[config.mk]
export PLATFORM = sky130hd
export DESIGN_NAME = game_ram_scheduler
export DESIGN_NICKNAME = d
export VERILOG_FILES = /design/src/rtl/game_ram_scheduler.sv
export SDC_FILE = /design/constraint.sdc
export NUM_CORES = 1
export LEC_CHECK = 0
export CAP_MARGIN = 30
export CORE_UTILIZATION = 45
export DETAILED_ROUTE_END_ITERATION = 10
export PLACE_DENSITY = 0.9
export SYNTH_ARGS = -nofsm -noshare
export SYNTH_HDL_FRONTEND = slang
export SYNTH_SLANG_ARGS = --single-unit
[constraint.sdc]
create_clock -name clock -period 6.2 [get_ports clock]
set_input_delay 1.86 -clock clock [delete_from_list [all_inputs] [get_ports clock]]
set_output_delay 1.86 -clock clock [all_outputs]
set_load 0.05 [all_outputs]
[src/rtl/game_ram_scheduler.sv]
// Arbitrates one p1 writer and two readers (p2, vga) onto a single-port synchronous RAM.
// Tracks the highest written address plus one as word_count.
module game_ram_scheduler #(
   parameter int unsigned ADDR_W = 5,
   parameter int unsigned DATA_W = 10
) (
   input  logic              clock,
   input  logic              reset,
   input  logic              p1_req,
   input  logic [ADDR_W-1:0] p1_addr,
   input  logic [DATA_W-1:0] p1_wdata,
   output logic              p1_gnt,
   input  logic              p2_req,
   input  logic [ADDR_W-1:0] p2_addr,
   output logic              p2_gnt,
   output logic              p2_rvalid,
   input  logic              vga_req,
   input  logic [ADDR_W-1:0] vga_addr,
   output logic              vga_gnt,
   output logic              vga_rvalid,
   output logic [DATA_W-1:0] rdata,
   output logic [ADDR_W-1:0] ram_address,
   output logic [DATA_W-1:0] ram_data,
   output logic              ram_wren,
   input  logic [DATA_W-1:0] ram_q,
   output logic [ADDR_W:0]   word_count
);

   localparam logic [1:0] S_IDLE  = 2'd0;
   localparam logic [1:0] S_WRITE = 2'd1;
   localparam logic [1:0] S_READ  = 2'd2;
   localparam logic [1:0] S_DATA  = 2'd3;

   localparam logic [ADDR_W:0] CountOne = {{ADDR_W{1'b0}}, 1'b1};

   logic [1:0]        state_q, state_d;
   logic              p1_gnt_q, p1_gnt_d;
   logic              p2_gnt_q, p2_gnt_d;
   logic              vga_gnt_q, vga_gnt_d;
   logic              p2_rvalid_q, p2_rvalid_d;
   logic              vga_rvalid_q, vga_rvalid_d;
   logic [DATA_W-1:0] rdata_q, rdata_d;
   logic [ADDR_W-1:0] ram_address_q, ram_address_d;
   logic [DATA_W-1:0] ram_data_q, ram_data_d;
   logic              ram_wren_q, ram_wren_d;
   logic [ADDR_W:0]   word_count_q, word_count_d;
   // last_vga: 1 when vga was the last read served; sel_vga: owner of the read in flight
   logic              last_vga_q, last_vga_d;
   logic              sel_vga_q, sel_vga_d;

   logic              pick_vga;
   logic [ADDR_W:0]   p1_count;

   assign pick_vga = vga_req & (~p2_req | ~last_vga_q);
   assign p1_count = {1'b0, p1_addr} + CountOne;

   always_comb begin
      state_d       = state_q;
      p1_gnt_d      = 1'b0;
      p2_gnt_d      = 1'b0;
      vga_gnt_d     = 1'b0;
      p2_rvalid_d   = 1'b0;
      vga_rvalid_d  = 1'b0;
      ram_wren_d    = 1'b0;
      rdata_d       = rdata_q;
      ram_address_d = ram_address_q;
      ram_data_d    = ram_data_q;
      word_count_d  = word_count_q;
      last_vga_d    = last_vga_q;
      sel_vga_d     = sel_vga_q;

      case (state_q)
         S_IDLE: begin
            if (p1_req) begin
               state_d       = S_WRITE;
               p1_gnt_d      = 1'b1;
               ram_wren_d    = 1'b1;
               ram_address_d = p1_addr;
               ram_data_d    = p1_wdata;
               if (p1_count > word_count_q) begin
                  word_count_d = p1_count;
               end
            end else if (p2_req || vga_req) begin
               state_d       = S_READ;
               sel_vga_d     = pick_vga;
               last_vga_d    = pick_vga;
               p2_gnt_d      = ~pick_vga;
               vga_gnt_d     = pick_vga;
               ram_address_d = pick_vga ? vga_addr : p2_addr;
            end
         end
         S_WRITE: state_d = S_IDLE;
         S_READ:  state_d = S_DATA;
         S_DATA: begin
            // ram_q now holds the word addressed during S_READ
            rdata_d      = ram_q;
            p2_rvalid_d  = ~sel_vga_q;
            vga_rvalid_d = sel_vga_q;
            state_d      = S_IDLE;
         end
         default: state_d = S_IDLE;
      endcase
   end

   always_ff @(posedge clock) begin
      if (reset) begin
         state_q       <= S_IDLE;
         p1_gnt_q      <= 1'b0;
         p2_gnt_q      <= 1'b0;
         vga_gnt_q     <= 1'b0;
         p2_rvalid_q   <= 1'b0;
         vga_rvalid_q  <= 1'b0;
         rdata_q       <= '0;
         ram_address_q <= '0;
         ram_data_q    <= '0;
         ram_wren_q    <= 1'b0;
         word_count_q  <= '0;
         last_vga_q    <= 1'b1;
         sel_vga_q     <= 1'b0;
      end else begin
         state_q       <= state_d;
         p1_gnt_q      <= p1_gnt_d;
         p2_gnt_q      <= p2_gnt_d;
         vga_gnt_q     <= vga_gnt_d;
         p2_rvalid_q   <= p2_rvalid_d;
         vga_rvalid_q  <= vga_rvalid_d;
         rdata_q       <= rdata_d;
         ram_address_q <= ram_address_d;
         ram_data_q    <= ram_data_d;
         ram_wren_q    <= ram_wren_d;
         word_count_q  <= word_count_d;
         last_vga_q    <= last_vga_d;
         sel_vga_q     <= sel_vga_d;
      end
   end

   assign p1_gnt      = p1_gnt_q;
   assign p2_gnt      = p2_gnt_q;
   assign vga_gnt     = vga_gnt_q;
   assign p2_rvalid   = p2_rvalid_q;
   assign vga_rvalid  = vga_rvalid_q;
   assign rdata       = rdata_q;
   assign ram_address = ram_address_q;
   assign ram_data    = ram_data_q;
   assign ram_wren    = ram_wren_q;
   assign word_count  = word_count_q;

endmodule

==> impl_metrics.yaml <==
route:
  drc_errors: 0
  drt-pass1-iter-count: 4
  wl_mm: 4.03
  drtIter0Drc: 62
  route.vias.total: 1599
  ant_nets: 0
  vias_per_cell: 4.90
  wl_per_cell_um: 12.4
place:
  place_area_um2: 2530
  place_hpwl_mm: 2.94
  place_congestion: 0.801
  port_buffers: 76
  dp.cells: 319
cells_and_area:
  nFillCells: 303
  multiInputGateArea_um2: 872
  final_cell_area_um2: 2660
  stdcell_count: 326
  seqCellArea_um2: 801
  diodes: 0
  drive_above_1_share_pct: 3.96
  syn_to_final_growth_pct: 50.7
  utilization_pct: 71.5
  nNetsFinal: 325
power_and_ir_drop:
  comb_power_share_pct: 23.8
  finalPower_uw: 688
  switchingPower_uw: 188
  power_frac_clock_pct: 35.2
  leakage_nw: 0.997
  p_per_area_nw_per_um2: 259
  ir_worst_vdd_v: 0.000175
  seq_power_share_pct: 41.0
  switching_share_pct: 27.3
  p_int_uw: 500
clocking:
  cts.repair.resized: 0
  holdBufCountCts: 0
  clk_pin_slew_ps: 70
  cts.sinks: 40
  cts_tree: "done"
  htree_num_levels: 2
  cts-buffers-inserted: 5
  cts.root.buffer_cell: "clkbuf_8"
  postCtsSetupBuffers: 0
  clock_latency_ps: 290
  clockBufferDepth: 2
run:
  drv_cap: 0
sta:
  tns_ps: 0
  final-setup-viol-count: 0
  rsz0062_at_grt: "no"
  hold_viol_final: 0
  worst_clock_skew_ps: 4.93
  slew-limit-headroom_pct: 45.1
  drv_slew: 0
  period_minus_slack_ps: 4070
  tightest_slew_ps: 815
  max_freq_ghz: 0.246
  fin_crit_sh_pct: 65.6
worst_setup_path:
  critPathCaptureType: "flip-flop"
  cp.arrival_ps: 4250
  slowest_stage: "clkdlybuf4s50_1"
  cp_cell_sequence: "clkdlybuf4s50_1, ha_1, nand3_1, xnor2_1, ha_1, nand4_1, o21bai_1, a31oi_4, mux2_1"
  start_kind: "primary input"
  cp_num_buf_inv: 1
  crit_type: "in2reg"
  crit_path_frequent_cell: "ha_1"
  crit_required_ps: 6380
  cp_slowest_stage_delay_ps: 590
  path_delay_family: "buffers and inverters"
  critPathMaxFanout: 6
yosys:
  ys_seq_elements: 40
  synth-edff-count: 0
  netlist_top_cells_count: "nand2_1 (49), dfxtp_1 (40), a21oi_1 (21), mux2i_1 (11), nor2_1 (11)"
  yosysMostFrequentCell: "nand2_1"
  yosys.cell_types.count: 31
  yosysTopAreaCellShare_pct: 45.4
  syn_inst: 208
  synth-async-reset-ratio_pct: 0
  netlist_top_cells_area: "dfxtp_1 (45%), nand2_1 (10%), mux2i_1 (6.2%)"
  synth_top_cell_by_area: "dfxtp_1"
  synth_nets: 255
  yosysWarningCount: 0
  avgSynthCellArea_um2: 8.48
  synth-main-ff-cell: "dfxtp_1"
  syn_area_um2: 1760
  seq_area_frac_synth_pct: 45.4
die:
  core_um2: 3720
  initial_core_util_pct: 47.4
  dieWidth_um: 64.6
  io-pin-count: 77
  die-area_um2: 4170
  row_count: 22
  die_h_um: 64.6
global_route:
  grt_usage_pct: 21.2
  antenna_found_initial: 0
  grt_max_degree: 43
  grt_pass1_vias: 1583
  grt_pass1_wl_mm: 6.73
  grt-ovfl-total: 0
status:
  status: "complete, no violations"
hold_path:
  hp-class: "reg2reg"
[worst paths after layout]
kind,start,to,slack (ps),depth (start not counted)
min,rdata[7],rdata[7],450,2
max,p1_addr[0],word_count[0],2130,9
min reg2reg,rdata[7],rdata[7],450,2
max reg2reg,state_q[1],word_count[0],4220,4
[metal layers]
metal,part of all wire [%],vias to the layer above,wire [um],GRT usage (%)
li1,-,830,-,-
met1,44,715,1760,23.6
met2,50,47,2010,38.0
met3,4.5,7,182,4.58
met4,2.0,0,81,10.0
met5,0,-,0,0
[cells by family (layout without fill, tap and decap cells)]
kind of cell	count (synthesis)	count (layout)	synth area share [%]
simple gates	89	89	22.9
compound gates	36	36	12.6
buf+inv	20	90	5.11
fa+ha+maj	7	7	4.97
flops	40	40	45.4
xor+xnor	3	3	1.49
mux	13	13	7.52
[cell usage in the layout, fill, tap and decap left out, types with 4 or more instances in the layout]
cell type         n
nor3_1            7
ha_1              7
nand2_1          49
dfxtp_1          40
clkbuf_8          5
mux2i_1          11
a21oi_1          21
a22o_1            5
o21ai_0           5
inv_1             5
clkdlybuf4s50_1  76
nand3_1           4
nand2b_1          9
nor2_1           11
[power by group through the flow]
stage / sequential [mW] / clock, mW / combinational, mW
floorplan: 0.329 / 0 / 0.0602
global placement: 0.287 / 0 / 0.161
detailed placement: 0.287 / 0 / 0.163
CTS: 0.282 / 0.247 / 0.165
global route: 0.284 / 0.257 / 0.175
finish: 0.282 / 0.242 / 0.164
[worst reg2reg max path, cell delays in order (launching register included)]
cell,delay [ps]
dfxtp_1,390
nor3b_2,580
o21ai_1,220
a31oi_4,320
mux2_1,360
[area by class of cell]
cell class,count,share of cell area (%)
multi-input cells,148,32.8
clock inverters,2,2.26
well taps,48,2.26
inverters,5,0.707
flip-flops and latches,40,30.1
clock buffers,5,2.59
repair buffers,78,29.2
[sequential cells by signal, summed over array words and instances (netlist names)]
register	count
p2_gnt	1
state_q	2
last_vga_q	1
ram_data	10
ram_address	5
p2_rvalid	1
rdata	10
ram_wren	1
sel_vga_q	1
vga_gnt	1
word_count	6
vga_rvalid	1
[through the flow]
stage               worst slack [ps]  hold slack, ps
global route                    1940             476
finish                          2130             453
global placement                1920             434
CTS                             2130             458
detailed placement              1830             439
floorplan                       2620             416
Note: power is estimated with default switching activity, not from simulation.
